--- src/rtl/serial_cmp_ctrl_pkg.sv ---
// Shared encodings for the bit-serial compare sequencer:
// FSM states, one-hot result codes and the bit decode helper.
package serial_cmp_ctrl_pkg;

    localparam logic [1:0] ST_IDLE  = 2'd0;
    localparam logic [1:0] ST_SHIFT = 2'd1;
    localparam logic [1:0] ST_DONE  = 2'd2;

    // {eq, gt, lt}, exactly one bit set for a valid result
    localparam logic [2:0] RES_NONE = 3'b000;
    localparam logic [2:0] RES_EQ   = 3'b100;
    localparam logic [2:0] RES_GT   = 3'b010;
    localparam logic [2:0] RES_LT   = 3'b001;

    // eq wins over gt; lt is whatever is neither
    function automatic logic [2:0] res_code(input logic eq, input logic gt);
        if (eq)
            return RES_EQ;
        else if (gt)
            return RES_GT;
        else
            return RES_LT;
    endfunction

endpackage

--- src/rtl/serial_cmp_ctrl.sv ---
// MSB-first bit-serial compare sequencer driving an external
// 1-bit comparator, with valid/ready on start and result sides.
module serial_cmp_ctrl
    import serial_cmp_ctrl_pkg::*;
#(
    parameter int WIDTH      = 8,
    parameter bit EARLY_EXIT = 1'b1
) (
    input  logic             clk,
    input  logic             rst_n,
    input  logic             start_valid,
    output logic             start_ready,
    input  logic [WIDTH-1:0] a,
    input  logic [WIDTH-1:0] b,
    output logic             res_valid,
    input  logic             res_ready,
    output logic             res_eq,
    output logic             res_gt,
    output logic             res_lt,
    output logic             busy,
    output logic             cmp_x,
    output logic             cmp_y,
    input  logic             cmp_eq,
    input  logic             cmp_gt
);

    localparam int CW = $clog2(WIDTH);

    logic [1:0]       state;
    logic [WIDTH-1:0] sa;
    logic [WIDTH-1:0] sb;
    logic [CW-1:0]    cnt;
    logic [2:0]       sticky;
    logic [2:0]       res;
    logic [2:0]       bit_res;
    logic             diff;

    assign diff    = ~cmp_eq;
    assign bit_res = res_code(cmp_eq, cmp_gt);

    assign start_ready = (state == ST_IDLE);
    assign busy        = (state == ST_SHIFT);
    assign res_valid   = (state == ST_DONE);
    assign cmp_x       = busy & sa[WIDTH-1];
    assign cmp_y       = busy & sb[WIDTH-1];

    assign {res_eq, res_gt, res_lt} = res;

    always_ff @(posedge clk or negedge rst_n) begin
        if (!rst_n) begin
            state  <= ST_IDLE;
            sa     <= '0;
            sb     <= '0;
            cnt    <= '0;
            sticky <= RES_NONE;
            res    <= RES_NONE;
        end else begin
            case (state)
                ST_IDLE: begin
                    if (start_valid) begin
                        sa     <= a;
                        sb     <= b;
                        cnt    <= CW'(WIDTH - 1);
                        sticky <= RES_NONE;
                        state  <= ST_SHIFT;
                    end
                end
                ST_SHIFT: begin
                    sa <= sa << 1;
                    sb <= sb << 1;
                    if (cnt != '0)
                        cnt <= cnt - 1'b1;
                    // only the first differing bit is remembered
                    if (diff && sticky == RES_NONE)
                        sticky <= bit_res;
                    if (EARLY_EXIT && diff) begin
                        res   <= bit_res;
                        state <= ST_DONE;
                    end else if (cnt == '0) begin
                        res   <= (sticky != RES_NONE) ? sticky : bit_res;
                        state <= ST_DONE;
                    end
                end
                ST_DONE: begin
                    if (res_ready) begin
                        res   <= RES_NONE;
                        state <= ST_IDLE;
                    end
                end
                default: begin
                    res   <= RES_NONE;
                    state <= ST_IDLE;
                end
            endcase
        end
    end

endmodule

--- config.mk ---
export PLATFORM = sky130hd
export DESIGN_NAME = serial_cmp_ctrl
export DESIGN_NICKNAME = d
export VERILOG_FILES = /design/src/rtl/serial_cmp_ctrl_pkg.sv /design/src/rtl/serial_cmp_ctrl.sv
export SDC_FILE = /design/constraint.sdc
export NUM_CORES = 1
export LEC_CHECK = 0
export BUFFER_PORTS_ARGS = -buffer_cell sky130_fd_sc_hd__buf_2
export CELL_PAD_IN_SITES_DETAIL_PLACEMENT = 2
export CELL_PAD_IN_SITES_GLOBAL_PLACEMENT = 2
export CORE_ASPECT_RATIO = 0.5
export CORE_MARGIN = 4
export CORE_UTILIZATION = 35
export CTS_CLUSTER_SIZE = 10
export DETAILED_ROUTE_END_ITERATION = 10
export PLACE_DENSITY_LB_ADDON = 0.1
export SKIP_CTS_REPAIR_TIMING = 1
export SLEW_MARGIN = 0
export SYNTH_ARGS = -nofsm -noshare
export SYNTH_HDL_FRONTEND = slang
export SYNTH_SLANG_ARGS = --single-unit
--- constraint.sdc ---
create_clock -name clk -period 4.15 [get_ports clk]
set_clock_uncertainty 0.05 [all_clocks]
set_input_delay 0.415 -clock clk [delete_from_list [all_inputs] [get_ports clk]]
set_output_delay 0.415 -clock clk [all_outputs]
set_load 0.01 [all_outputs]
==> results of run 1 <==
flip-flops by register name (all words and copies together), names as in the netlist:
signal	flops
sa	8
sb	8
cnt	3
res	3
sticky	3
state	2
cell type report:
type / instances / share of cell area
Clock buffer: 4 / 0.0293
Inverter: 8 / 0.0196
Timing Repair Buffer: 29 / 0.0945
Sequential cell: 27 / 0.440
Tap cell: 51 / 0.0416
Multi-Input combinational cell: 90 / 0.375
final timing paths:
path	start	endpoint	slack, ns
hold / removal	rst_n	sticky[0]	0.09
hold reg to reg	res[2]	res[2]	0.44
setup reg to reg	state[0]	res[2]	2.25
max in group asynchronous	rst_n	sb[4]	3.54
setup / recovery	state[0]	cmp_y	1.63
min in group clk	b[0]	sb[0]	0.32
power groups by stage:
stage,sequential (mW),combinational (mW),clock (mW)
floorplan,0.423,0.356,0
global placement,0.494,0.375,0
detailed placement,0.499,0.390,0
CTS,0.493,0.394,0.158
global route,0.513,0.440,0.175
finish,0.493,0.384,0.153
synth_stat cells, drive strengths merged:
cell	count
a21o	2
a21oi	8
a22o	5
a22oi	16
a31oi	1
and2	2
and2b	6
and3b	1
buf	6
clkbuf	3
dfrtp	27
ha	2
inv	8
mux2	1
nand2	10
nand3	2
nand4	1
nor2	7
nor2b	5
o2111a	1
o21ai	17
o21bai	1
o2bb2ai	2
logic make-up after synthesis:
| group | synth area share |
|---|---|
| buffers and inverters | 0.0672 |
| muxes | 0.00839 |
| and+or+nand+nor | 0.135 |
| DFF | 0.504 |
| adders and majority gates | 0.0187 |
| AOI/OAI and AO/OA | 0.267 |
per-stage QoR:
stage          instances  hold WS, ns  instance area (sq um)  utilization
3_3_place_gp         205        0.411                   1490        0.418
2_1_floorplan        134       0.0694                   1340            -
3_5_place_dp         205        0.423                   1490        0.418
5_1_grt              209        0.125                   1540        0.431
6_report             209       0.0945                   1540        0.431
4_1_cts              209        0.117                   1540        0.431
critical path, stage by stage, from the launching register on:
cell and delay, ns:
dfrtp_1 0.91, nand2_1 0.20, inv_1 0.35, and2_1 0.18
buf_2 0.13
metal layers:
metal | track usage | part of all wire
met1 | 0.206 | 0.50
met2 | 0.249 | 0.46
met3 | 0.0520 | 0.038
met4 | 0.0283 | 0.0032
met5 | 0 | 0
==> metrics.md, run 1 <==
| Metric | Value |
|---|---|
| RSZ-0062 raised after global routing | `false` |
| Largest net degree at the start of global routing | `28` |
| DRC viols | `0` |
| Total track usage | `0.155` |
| Full die area | `4950 sq um` |
| HP Class | `primary input to async pin` |
| Pwr dens | `671 nW/um^2` |
| Combinational group share of total power | `0.373` |
| Row cnt | `15` |
| Tcrit/Tclk final | `0.607` |
| CTS tree | `yes` |
| Area grow syn2layout | `14.5%` |
| Most frequent cells in the layout | `29 x buf_2, 27 x dfrtp_1, 16 x a22oi_1` |
| Fmax | `0.397 GHz` |
| Synthesized net count | `158` |
| Startpoint Class | `flop` |
| Initial DRT Pass Iterations | `4` |
| Depth of the CTS H-tree | `1` |
| Leak Pwr | `0.751 nW` |
| DRT antenna net count | `0` |
| Synth cell types | `29` |
| First-pass GRT wire length | `5.75 mm` |
| Antenna violations before repair | `0` |
| Setup violations, final | `0` |
| Mean area per synthesized cell | `10.0 sq um` |
| Clk buf depth | `2` |
| R2r worst-path depth | `4` |
| Sw Ratio | `0.403` |
| GPL Wtd Cong | `0.737` |
| Fillers | `394` |
| Root buf cell | `clkbuf_8` |
| MaxCap Viol Count | `0` |
| Mean routed wirelength per cell | `16.3 um` |
| Final Max Slew Viols | `0` |
| Mapped Area | `1340 sq um` |
| DIE WIDTH | `95.5 um` |
| Hold Violations, Final | `0` |
| Register area | `676 sq um` |
| Nets | `183` |
| P_sw | `415 uW` |
| Clock sinks | `27` |
| Crit. End Element | `output port` |
| Slew margin rel. | `0.431` |
| Required time of the critical path | `3.68 ns` |
| Setup TNS | `0 ns` |
| CTS Buf Count | `3` |
| Port Buffers | `29` |
| Status | `finished, final reports clean` |
| Hpwl dp | `2.45 mm` |
| Crit path max fanout | `26` |
| Core box area | `3570 sq um` |
| DP Worst Slack | `1.94 ns` |
| Grt ovf | `0` |
| Synth top area share | `0.504` |
| Pwr Total | `1.03 mW` |
| Via density | `5.14` |
| Initial core utilization | `0.376` |
| Post-Syn Instances | `134` |
| Iter 0 DRT Violations | `41` |
| Clk slew on worst S/H paths | `0.09 ns` |
| Synth area leaders | `dfrtp_1 50%, a22oi_1 9.0%, o21ai_1 3.4%` |
| Vias post-DR | `1074` |
| Clock Power Share | `0.148` |
| Sequential area share after synthesis | `0.504` |
| Area of the multi-input gates | `576 sq um` |
| Vias in the first global route | `1135` |
| Worst setup margin | `1.63 ns` |
| Die H | `51.8 um` |
| Post-Route WL | `3.41 mm` |
| Peak supply drop | `0.000191 V` |
| I/O Pins | `30` |
| Fin crit period | `2.52 ns` |
| WS Path Type | `flop to output port` |
| Fraction of layout cells with a size suffix above 1 | `0.228` |
| Seq cells post-synth | `27` |
| Clk_lat worst skew | `0.28 ns` |
| Antenna cells | `0` |
| CP arrival | `2.05 ns` |
| Cell Int Power | `614 uW` |
| Worst-Margin Slew | `0.853 ns` |
| Synth area leader | `dfrtp_1` |
| Yosys warns | `0` |
| Most common cell after layout, fill and taps aside | `buf_2` |
| Reg power frac | `0.479` |
Power figures use the tool's default switching activity.
==> run 2: changes to the inputs <==
--- a/config.mk
+++ b/config.mk
@@ -10,7 +10,7 @@
 export CELL_PAD_IN_SITES_GLOBAL_PLACEMENT = 2
 export CORE_ASPECT_RATIO = 0.5
 export CORE_MARGIN = 4
-export CORE_UTILIZATION = 35
+export CORE_UTILIZATION = 29
 export CTS_CLUSTER_SIZE = 10
 export DETAILED_ROUTE_END_ITERATION = 10
 export PLACE_DENSITY_LB_ADDON = 0.1
==> constraint.sdc (replaced) <==
create_clock -name clk -period 2.2 [get_ports clk]
set_clock_uncertainty 0.05 [all_clocks]
set_input_delay 0.22 -clock clk [delete_from_list [all_inputs] [get_ports clk]]
set_output_delay 0.22 -clock clk [all_outputs]
set_load 0.01 [all_outputs]
==> metrics.md, run 2 (synthesis gave the netlist of run 1 again) <==
| Metric | Value |
|---|---|
| Status | `finished, final reports clean` |
| Clock sinks | `27 (unchanged)` |
| Initial core utilization | `0.303 (-0.0730)` |
| Via density | `5.01 (-2.4%)` |
| Crit. End Element | `output port` |
| Required time of the critical path | `1.93 ns (-1.75 ns)` |
| Final Max Slew Viols | `0 (unchanged)` |
| Biggest regs | `sa: 8 flops, sb: 8 flops` |
| Total track usage | `0.129 (-0.0263)` |
| CP Capture Point | `cmp_x` |
| I/O Pins | `30 (unchanged)` |
| HP Class | `primary input to flop` |
| CP arrival | `1.50 ns (-0.55 ns)` |
| Fraction of layout cells with a size suffix above 1 | `0.241 (+0.0129)` |
| MaxCap Viol Count | `0 (unchanged)` |
| Clk buf depth | `2 (unchanged)` |
| Reg-to-reg endpoint | `res[0]` |
| Clk_lat worst skew | `0.27 ns (about the same)` |
| RSZ-0062 raised after global routing | `false` |
| Pwr dens | `1260 nW/um^2 (+87%)` |
| Tcrit/Tclk final | `0.806` |
| Fin crit period | `1.77 ns` |
| Post-Route WL | `3.53 mm (+3.6%)` |
| R2r setup slk | `0.55 ns (-1.70 ns)` |
| Most frequent cells in the layout | `29 x buf_2, 27 x dfrtp_1, 16 x a22oi_1` |
| Startpoint Class | `flop` |
| Antenna cells | `0 (unchanged)` |
| Crit path max fanout | `12 (-54%)` |
| Vias post-DR | `1098 (+2.2%)` |
| Setup violations, final | `0 (unchanged)` |
| Slew margin rel. | `0.574 (+0.143)` |
| Depth of the CTS H-tree | `1 (unchanged)` |
| CTS tree | `yes` |
| Initial DRT Pass Iterations | `4 (unchanged)` |
| DRC viols | `0 (unchanged)` |
| Hold Violations, Final | `0 (unchanged)` |
| Worst-Margin Slew | `0.639 ns (-0.215 ns)` |
| WS Path Type | `flop to output port` |
| Setup TNS | `0 ns (unchanged)` |
| Non-Filler Instances | `219 (+4.8%)` |
| Full die area | `5840 sq um (+18%)` |
| CP startpoint | `state[1]` |
| Antenna violations before repair | `0 (unchanged)` |
| Most common cell after layout, fill and taps aside | `buf_2` |
| First-pass GRT wire length | `6.10 mm (+6.0%)` |
| Row cnt | `17 (+2)` |
| Grt ovf | `0 (unchanged)` |
| Root buf cell | `clkbuf_8` |
| Clk slew on worst S/H paths | `0.09 ns (about the same)` |
| Hpwl dp | `2.50 mm (+2.0%)` |
| Leak Pwr | `0.771 nW (+2.6%)` |
| Core box area | `4420 sq um (+24%)` |
| Final Util | `0.356 (-0.0745)` |
| Fmax | `0.564 GHz` |
| Port Buffers | `29 (unchanged)` |
| R2r worst-path depth | `6 (+2)` |
| Peak supply drop | `0.000349 V (+83%)` |
| Area grow syn2layout | `17.4%` |
| CTS Buf Count | `3 (unchanged)` |
| DIE WIDTH | `104 um (+9.0%)` |
| Nets | `187 (+2.2%)` |
| Die H | `56.1 um (+8.3%)` |
| Largest net degree at the start of global routing | `28 (unchanged)` |
| GPL Wtd Cong | `0.736 (-0.18%)` |
| Iter 0 DRT Violations | `20 (-51%)` |
| Vias in the first global route | `1176 (+3.6%)` |
| Mean routed wirelength per cell | `16.1 um (-1.2%)` |
| Worst r2r src | `cnt[0]` |
| Placed cells | `214 (+4.4%)` |
| DRT antenna net count | `0 (unchanged)` |
run 2: cell types whose count changed in the layout (fill, tap and decap cells not counted), sizes merged:
| cell | before | now |
|---|---|---|
| buf | 29 | 32 |
| dlygate4sd3 | 0 | 1 |
run 2: cell type report:
class                      instances  area, sq um
sequential                        27          676
fill                             506         2850
timing repair buffer              33          178
inverter                           8         30.0
multi-input combinational         90          576
tap                               57         71.3
clock buffer                       4         45.0
run 2: layer usage:
layer,vias to the layer above,global-route usage,part of all wire
met5,-,0,0
met4,0,0.0170,0.0028
li1,532,-,-
met3,2,0.0429,0.039
met2,15,0.199,0.45
met1,549,0.179,0.51
run 2: per-stage QoR:
stage               hold WS [ns]  cell area [sq um]  setup slack (ns)  power (mW)
finish                     0.110               1580             0.428        1.98
floorplan                 -0.126               1340             0.706        1.47
global route               0.102               1580             0.274        2.17
detailed placement         0.237               1520             0.560        1.72
CTS                      -0.0674               1570             0.401        2.02
global placement           0.239               1520             0.620        1.69
run 2: power breakdown:
group          internal (mW)  switching, mW  leakage (nW)
registers              0.700          0.125         0.337
clock network          0.130          0.157        0.0228
logic                  0.358          0.509         0.411
run 2: worst min path at each step:
stage / startpoint / to / slack, ns / cells after the start
finish: a[0] / sa[0] / 0.11 / 2
global route: a[0] / sa[0] / 0.10 / 2
CTS: rst_n / sa[3] / -0.07 / 1
detailed placement: rst_n / sa[3] / 0.24 / 1
global placement: rst_n / sa[3] / 0.24 / 1
floorplan: rst_n / cnt[0] / -0.13 / 0
run 2: worst max-delay path: stages (launching register included):
cell	delay [ns]
dfrtp_1	0.39
inv_1	0.09
nand2_1	0.10
inv_1	0.34
and2_1	0.19
buf_2	0.12
==> run 3: changes to the inputs <==
--- a/config.mk
+++ b/config.mk
@@ -10,7 +10,7 @@
 export CELL_PAD_IN_SITES_GLOBAL_PLACEMENT = 2
 export CORE_ASPECT_RATIO = 0.5
 export CORE_MARGIN = 4
-export CORE_UTILIZATION = 29
+export CORE_UTILIZATION = 32
 export CTS_CLUSTER_SIZE = 10
 export DETAILED_ROUTE_END_ITERATION = 10
 export PLACE_DENSITY_LB_ADDON = 0.1
==> constraint.sdc (replaced) <==
create_clock -name clk -period 1.75 [get_ports clk]
set_clock_uncertainty 0.05 [all_clocks]
set_input_delay 0.175 -clock clk [delete_from_list [all_inputs] [get_ports clk]]
set_output_delay 0.175 -clock clk [all_outputs]
set_load 0.01 [all_outputs]
==> metrics.md, run 3 (synthesis gave the netlist of run 1 again) <==
| Metric | Value |
|---|---|
| Status | `finished, final reports clean` |
| Die H | `53.8 um (-4.1%)` |
| Fmax | `0.614 GHz` |
| Hold path depth | `2 (unchanged)` |
| Reg power frac | `0.422 (+0.005)` |
| CTS Buf Count | `3 (unchanged)` |
| Hpwl dp | `2.62 mm (+4.5%)` |
| Hold Violations, Final | `0 (unchanged)` |
| Fin crit period | `1.63 ns` |
| Most Frequent Cell on Critical Path | `ha_1` |
| Crit path max fanout | `8 (-4)` |
| Slew margin rel. | `0.591 (+0.0168)` |
| Setup violations, final | `0 (unchanged)` |
| Vias in the first global route | `1212 (+3.1%)` |
| Register area | `678 sq um (+0.37%)` |
| DRT antenna net count | `0 (unchanged)` |
| Fillers | `481 (-4.9%)` |
| Total track usage | `0.148 (+0.0191)` |
| RSZ-0062 raised after global routing | `false` |
| Initial DRT Pass Iterations | `4 (unchanged)` |
| Clock sinks | `27 (unchanged)` |
| P_sw | `1.03 mW (+30%)` |
| Pwr Total | `2.56 mW (+29%)` |
| Pwr dens | `1610 nW/um^2 (+28%)` |
| HP Class | `primary input to flop` |
| CP arrival | `1.75 ns (+0.25 ns)` |
| MaxCap Viol Count | `0 (unchanged)` |
| Vias post-DR | `1119 (+1.9%)` |
| DP Worst Slack | `0.119 ns (-0.441 ns)` |
| Crit-path leading delay family | `compound AO/OA/AOI/OAI gates` |
| Sw Ratio | `0.401 (+0.00171)` |
| Mean routed wirelength per cell | `16.6 um (+3.0%)` |
| GPL Wtd Cong | `0.704 (-4.4%)` |
| Crit. End Element | `flop` |
| Full die area | `5350 sq um (-8.4%)` |
| Crit-path cells | `inv_1 -> ha_1 -> ha_1 -> nor2b_1 -> a21o_1 -> a22o_1` |
| Most frequent cells in the layout | `29 x buf_2, 25 x dfrtp_1, 16 x a22oi_1` |
| R2r worst-path depth | `6 (unchanged)` |
| Grt ovf | `0 (unchanged)` |
| First-pass GRT wire length | `6.09 mm (-0.11%)` |
| Hold slack | `0.0616 ns (-0.0487 ns)` |
| Core box area | `3960 sq um (-10%)` |
| Clk buf depth | `2 (unchanged)` |
| Leak Pwr | `0.776 nW (+0.74%)` |
| Post-Route WL | `3.62 mm (+2.5%)` |
| Non-Filler Instances | `218 (-0.46%)` |
| Cell Int Power | `1.53 mW (+29%)` |
| Initial core utilization | `0.338 (+0.0352)` |
| Number of buffers and inverters on the critical path | `1 (-2)` |
| Antenna cells | `0 (unchanged)` |
| Root buf cell | `clkbuf_8` |
| Worst setup margin | `0.120 ns (-0.308 ns)` |
| WS Path Type | `flop to flop` |
| Port Buffers | `29 (unchanged)` |
| Tcrit/Tclk final | `0.931` |
| Required time of the critical path | `1.87 ns (-0.06 ns)` |
| Startpoint Class | `flop` |
| Area of the multi-input gates | `576 sq um (unchanged)` |
| Via density | `5.13 (+2.4%)` |
| Largest stage delay on the critical path | `0.39 ns (about the same)` |
| Fraction of layout cells with a size suffix above 1 | `0.268 (+0.0276)` |
| Largest net degree at the start of global routing | `28 (unchanged)` |
| Clock Power Share | `0.143 (-0.002)` |
| Final Max Slew Viols | `0 (unchanged)` |
| Most common cell after layout, fill and taps aside | `buf_2` |
| Clk_lat worst skew | `0.27 ns (about the same)` |
| CTS tree | `yes` |
| Slowest CP cell | `dfrtp_1` |
| Area grow syn2layout | `18.7%` |
| Row cnt | `16 (-1)` |
| Clk slew on worst S/H paths | `0.09 ns (about the same)` |
| Iter 0 DRT Violations | `49 (+150%)` |
| Final Util | `0.402 (+0.0455)` |
| I/O Pins | `30 (unchanged)` |
| DRC viols | `0 (unchanged)` |
| Biggest regs | `sa: 8 flops, sb: 8 flops` |
| Peak supply drop | `0.000463 V (+33%)` |
| Antenna violations before repair | `0 (unchanged)` |
| WP depth | `6 (+1)` |
| Placed cells | `213 (-0.47%)` |
| Combinational group share of total power | `0.435 (-0.003)` |
| Depth of the CTS H-tree | `1 (unchanged)` |
| Nets | `189 (+1.1%)` |
| DIE WIDTH | `99.6 um (-4.4%)` |
| Worst-Margin Slew | `0.613 ns (-0.0252 ns)` |
==> run 3: cell count changes in the layout (fill, tap and decap cells not counted) <==
| cell | change |
|---|---|
| dfrtp_2 | +2 |
| buf_4 | +2 |
| dfrtp_1 | -2 |
| inv_4 | +1 |
| inv_1 | -1 |
==> run 3: worst paths after layout <==
kind	start	end	slack, ns
max	cnt[0]	res[0]	0.12
min	a[0]	sa[0]	0.06
max reg2reg	cnt[0]	res[0]	0.12
min reg2reg	sb[4]	sb[4]	0.45
max in group asynchronous	rst_n	state[0]	0.82
min in group asynchronous	rst_n	res[2]	0.40
==> run 3: stage by stage <==
step / cell area [sq um] / TNS [ns]
2_1_floorplan: 1340 / 0
3_3_place_gp: 1530 / 0
3_5_place_dp: 1530 / 0
4_1_cts: 1580 / -0.108
5_1_grt: 1590 / 0
6_report: 1590 / 0
==> run 3: per-layer routing <==
metal,up-vias,track usage,share of wire
met2,17,0.240,0.45
met5,-,0,0
met3,2,0.0349,0.032
met4,0,0.0272,0.0028
met1,567,0.205,0.52
li1,533,-,-
==> run 3: area by class of cell <==
cell class / count / area share
Clock buffer: 4 / 0.0283
Tap cell: 54 / 0.0425
Inverter: 8 / 0.0204
Sequential cell: 27 / 0.426
Timing Repair Buffer: 35 / 0.121
Multi-Input combinational cell: 90 / 0.362
==> run 3: power by group through the flow <==
| stage | Combinational (mW) | Sequential [mW] | Clock (mW) |
|---|---|---|---|
| after floorplan | 0.844 | 1.00 | 0 |
| after global placement | 1.08 | 1.08 | 0 |
| after detailed placement | 1.13 | 1.08 | 0 |
| after CTS | 1.13 | 1.08 | 0.381 |
| after global routing | 1.27 | 1.13 | 0.409 |
| final | 1.11 | 1.08 | 0.364 |
